--- src/rtl/regfile_wr32.sv ---
// Write side of the 32-entry register file: one-hot write decode, 31 storage
// registers (register 0 reads as zero) and a registered write acknowledge.
module regfile_wr32 #(
  parameter int unsigned      WIDTH     = 32,
  parameter logic [WIDTH-1:0] RESET_VAL = '0
) (
  input  logic             clk,
  input  logic             resetn,
  input  logic             regWrite,
  input  logic [4:0]       write_reg,
  input  logic [WIDTH-1:0] writeData,
  output logic [WIDTH-1:0] q00,
  output logic [WIDTH-1:0] q01,
  output logic [WIDTH-1:0] q02,
  output logic [WIDTH-1:0] q03,
  output logic [WIDTH-1:0] q04,
  output logic [WIDTH-1:0] q05,
  output logic [WIDTH-1:0] q06,
  output logic [WIDTH-1:0] q07,
  output logic [WIDTH-1:0] q08,
  output logic [WIDTH-1:0] q09,
  output logic [WIDTH-1:0] q10,
  output logic [WIDTH-1:0] q11,
  output logic [WIDTH-1:0] q12,
  output logic [WIDTH-1:0] q13,
  output logic [WIDTH-1:0] q14,
  output logic [WIDTH-1:0] q15,
  output logic [WIDTH-1:0] q16,
  output logic [WIDTH-1:0] q17,
  output logic [WIDTH-1:0] q18,
  output logic [WIDTH-1:0] q19,
  output logic [WIDTH-1:0] q20,
  output logic [WIDTH-1:0] q21,
  output logic [WIDTH-1:0] q22,
  output logic [WIDTH-1:0] q23,
  output logic [WIDTH-1:0] q24,
  output logic [WIDTH-1:0] q25,
  output logic [WIDTH-1:0] q26,
  output logic [WIDTH-1:0] q27,
  output logic [WIDTH-1:0] q28,
  output logic [WIDTH-1:0] q29,
  output logic [WIDTH-1:0] q30,
  output logic [WIDTH-1:0] q31,
  output logic             wr_ack,
  output logic [4:0]       wr_last
);

  localparam int unsigned NREGS = 32;
  localparam int unsigned AW    = 5;

  logic [WIDTH-1:0] regs_q [1:NREGS-1];
  logic [WIDTH-1:0] regs_d [1:NREGS-1];
  logic [NREGS-1:1] wr_en;
  logic             wr_ack_q, wr_ack_d;
  logic [AW-1:0]    wr_last_q, wr_last_d;

  // Decode is gated first by regWrite so an undriven write_reg cannot enable anything.
  always_comb begin
    wr_en = '0;
    for (int i = 1; i < NREGS; i++) begin
      wr_en[i] = regWrite && (write_reg == AW'(i));
    end
  end

  always_comb begin
    for (int i = 1; i < NREGS; i++) begin
      regs_d[i] = wr_en[i] ? writeData : regs_q[i];
    end
    wr_ack_d  = regWrite;
    wr_last_d = regWrite ? write_reg : wr_last_q;
  end

  always_ff @(posedge clk or negedge resetn) begin
    if (!resetn) begin
      for (int i = 1; i < NREGS; i++) begin
        regs_q[i] <= RESET_VAL;
      end
      wr_ack_q  <= 1'b0;
      wr_last_q <= '0;
    end else begin
      for (int i = 1; i < NREGS; i++) begin
        regs_q[i] <= regs_d[i];
      end
      wr_ack_q  <= wr_ack_d;
      wr_last_q <= wr_last_d;
    end
  end

  assign q00     = '0;
  assign q01     = regs_q[1];
  assign q02     = regs_q[2];
  assign q03     = regs_q[3];
  assign q04     = regs_q[4];
  assign q05     = regs_q[5];
  assign q06     = regs_q[6];
  assign q07     = regs_q[7];
  assign q08     = regs_q[8];
  assign q09     = regs_q[9];
  assign q10     = regs_q[10];
  assign q11     = regs_q[11];
  assign q12     = regs_q[12];
  assign q13     = regs_q[13];
  assign q14     = regs_q[14];
  assign q15     = regs_q[15];
  assign q16     = regs_q[16];
  assign q17     = regs_q[17];
  assign q18     = regs_q[18];
  assign q19     = regs_q[19];
  assign q20     = regs_q[20];
  assign q21     = regs_q[21];
  assign q22     = regs_q[22];
  assign q23     = regs_q[23];
  assign q24     = regs_q[24];
  assign q25     = regs_q[25];
  assign q26     = regs_q[26];
  assign q27     = regs_q[27];
  assign q28     = regs_q[28];
  assign q29     = regs_q[29];
  assign q30     = regs_q[30];
  assign q31     = regs_q[31];
  assign wr_ack  = wr_ack_q;
  assign wr_last = wr_last_q;

endmodule

--- config.mk ---
export PLATFORM = sky130hd
export DESIGN_NAME = regfile_wr32
export DESIGN_NICKNAME = d
export VERILOG_FILES = /design/src/rtl/regfile_wr32.sv
export SDC_FILE = /design/constraint.sdc
export NUM_CORES = 1
export LEC_CHECK = 0
export ABC_AREA = 1
export CAP_MARGIN = 5
export CORE_AREA = 2 2 416 418
export CTS_CLUSTER_SIZE = 14
export DETAILED_ROUTE_END_ITERATION = 10
export DIE_AREA = 0 0 418 420
export MAX_ROUTING_LAYER = met4
export PLACE_DENSITY_LB_ADDON = 0.1
export SLEW_MARGIN = 20
export SYNTH_ARGS = -nofsm -noshare
export SYNTH_HDL_FRONTEND = slang
export SYNTH_SLANG_ARGS = --single-unit
--- constraint.sdc ---
create_clock -name clk -period 0.95 [get_ports clk]
set_input_delay 0.1425 -clock clk [delete_from_list [all_inputs] [get_ports clk]]
set_output_delay 0.1425 -clock clk [all_outputs]
set_load 0.05 [all_outputs]
==> metrics.csv <==
metric;value;unit
numClockSinks;998;
crit_type;register to output pin;
status;finished, violations left;
postRouteAntennaNets;0;
dieArea;175600;um^2
path_max_fanout;2;
crit_chain;buf_12;
final_util;43.23;%
pin_count;1070;
grt_overflow;0;
path_buf_inv;1;
nNetsFinal;6039;
crit_path_start_kind;register;
setup_ws;-575.1;ps
power_frac_seq;31.6;%
slowest_stage;dfrtp_2;
hold_slack;37.10;ps
routed_wl;228400;um
cts_buffers;119;
coreArea;171000;um^2
power.switching;74.73;mW
ctsRootBufferMaster;clkbuf_16;
h-tree-depth;3;
clk_latency;730;ps
vias_per_cell;4.677;
cts_tree;yes;
first_pass_iters;7;
cp-startpoint;q07[8];
grt_max_degree;71;
hold_viol;0;
violations;negative setup slack;
io_buffers;1037;
syn-instance-count;4510;
slew_violations;0;
yosys-top-cells-area;dfrtp_1 62%, nand2_1 19%, nand3_1 10%;
dp_slack;-1150;ps
powerDensity;2568;nW/um^2
initial_core_util;23.38;%
cp_slowest_stage_delay;450;ps
wl_per_cell;27.40;um
final_area;73900;um^2
chipWidth;418;um
end_kind;output pin;
grt_pass1_vias;37870;
synth_warnings;0;
fin_cells;8333;
internal-power;115.1;mW
period_share;160.5;%
crit_family;flip-flops;
drt_iter0_drc;2981;
clk_pin_slew;60;ps
swShare;39.37;%
cap_violations;0;
ys_seq_area_share;62.47;%
drive_gt1_share;34.03;%
post_dp_cell_area;66710;um^2
grt_setup_unrepaired;true;
gp_congestion;0.8216;
p_leak;36.82;nW
grt.total_usage;25.93;%
dp_cells;7724;
synth_area;39980;um^2
synth_seq_cells;998;
required;810;ps
holdCritStartpoint;write_reg[4];
die_h;420;um
synth_top_cell_by_area;dfrtp_1;
hp-class;input pin to register;
timing.rr.start;q01[27];
ir_drop;1.738;mV
antenna_found_initial;11;
synth.distinct_cells;14;
via_count;38980;
drc;0;
combPwrFrac;43.7;%
skew;0;ps
fmax;0.6557;GHz
finalSetupViolCount;998;
pwr-share-clk;24.7;%
critPathArrivalTime;1380;ps
cts_buffer_depth;3;
grt_first_pass_wirelength;313400;um
avgSynthCellArea;8.864;um^2
std_cell_rows;152;
synth_top_area_share;62.47;%
dp_hpwl;159500;um
final.min_clock_period;1525;ps
area_growth;84.87;%
==> final timing paths <==
check / endpoint / slack [ps] / cells after the start
min: wr_last[4] / 40 / 4
max in group asynchronous: q17[27] / 300 / 4
max: q07[8] / -580 / 1
min reg2reg: q04[14] / 530 / 2
min in group asynchronous: q13[1] / 90 / 3
max reg2reg: q01[27] / 50 / 4
==> layout make-up <==
cell class                      instances  area, um^2
Timing Repair Buffer                 1794       28590
Multi-Input combinational cell       3078       13420
Clock inverter                         43       465.4
Tap cell                             2233        2794
Antenna cell                            3       7.507
Sequential cell                       998       25070
Clock buffer                          176        3493
Fill cell                           16270       97070
Inverter                                8       60.06
==> cell usage after synthesis <==
cell type and number:
buf_1 22, buf_2 104, buf_4 32, clkbuf_1 299, conb_1 1, dfrtp_1 998
inv_1 6, inv_2 2, nand2_1 2001, nand3_1 797, nand4_1 224, nor2_1 17
nor2_2 3, o21ai_0 4
==> metrics by stage <==
step,power (mW),TNS (ps)
floorplan,90.94,-88500
global placement,139.8,-1007310
detailed placement,140.1,-1024930
CTS,189.6,-790730
global route,196.2,-566480
finish,189.8,-509360
==> cell usage in the layout (no fill, tap or decap), types with 4 or more instances in the layout <==
master	count
buf_12	1197
clkbuf_16	125
dfrtp_1	921
nand2_2	4
o21ai_0	4
buf_4	516
dlygate4sd3_1	38
clkbuf_1	28
dfrtp_2	77
inv_2	4
dlymetal6s2s_1	5
clkbuf_8	28
bufinv_16	6
buf_2	30
nand2_1	1995
nand3_1	775
nor2_4	20
conb_1	32
clkinv_2	28
inv_6	4
nand4_1	224
nand3_2	19
==> logic make-up after synthesis <==
logic type / after synthesis / synth area share [%]
AOI/OAI and AO/OA: 4 / 0.05008
and+or+nand+nor: 3042 / 32.48
DFF: 998 / 62.47
buffers and inverters: 465 / 4.992
other: 1 / 0.009380
==> layer usage <==
metal	up-vias	global-route usage [%]	part of all wire [%]
met5	-	-	0
met4	0	11.97	5.3
met3	374	4.607	5.4
met2	1305	42.66	50
met1	19780	30.86	40
li1	17520	-	-
==> power groups by stage <==
stage          Clock [mW]  Sequential [mW]  Combinational [mW]
3_3_place_gp            0             60.6                79.2
2_1_floorplan           0             82.9                8.00
3_5_place_dp            0             60.7                79.4
4_1_cts              48.1             60.1                81.5
6_report             46.8             60.1                82.9
5_1_grt              49.7             60.8                85.6
==> what timing repair did <==
| item | CTS | global route |
|---|---|---|
| buffers inserted | 159 | 185 |
| endpoints found under the setup margin | 1990 | 1990 |
| gates cloned | 0 | 5 |
| hold buffers | 34 | 4 |
| gates resized for setup | 51 | 41 |
| pin swaps | 0 | 3 |
| hold endpoints to repair | 1984 | 4 |
(Power assumes the default switching activity.)
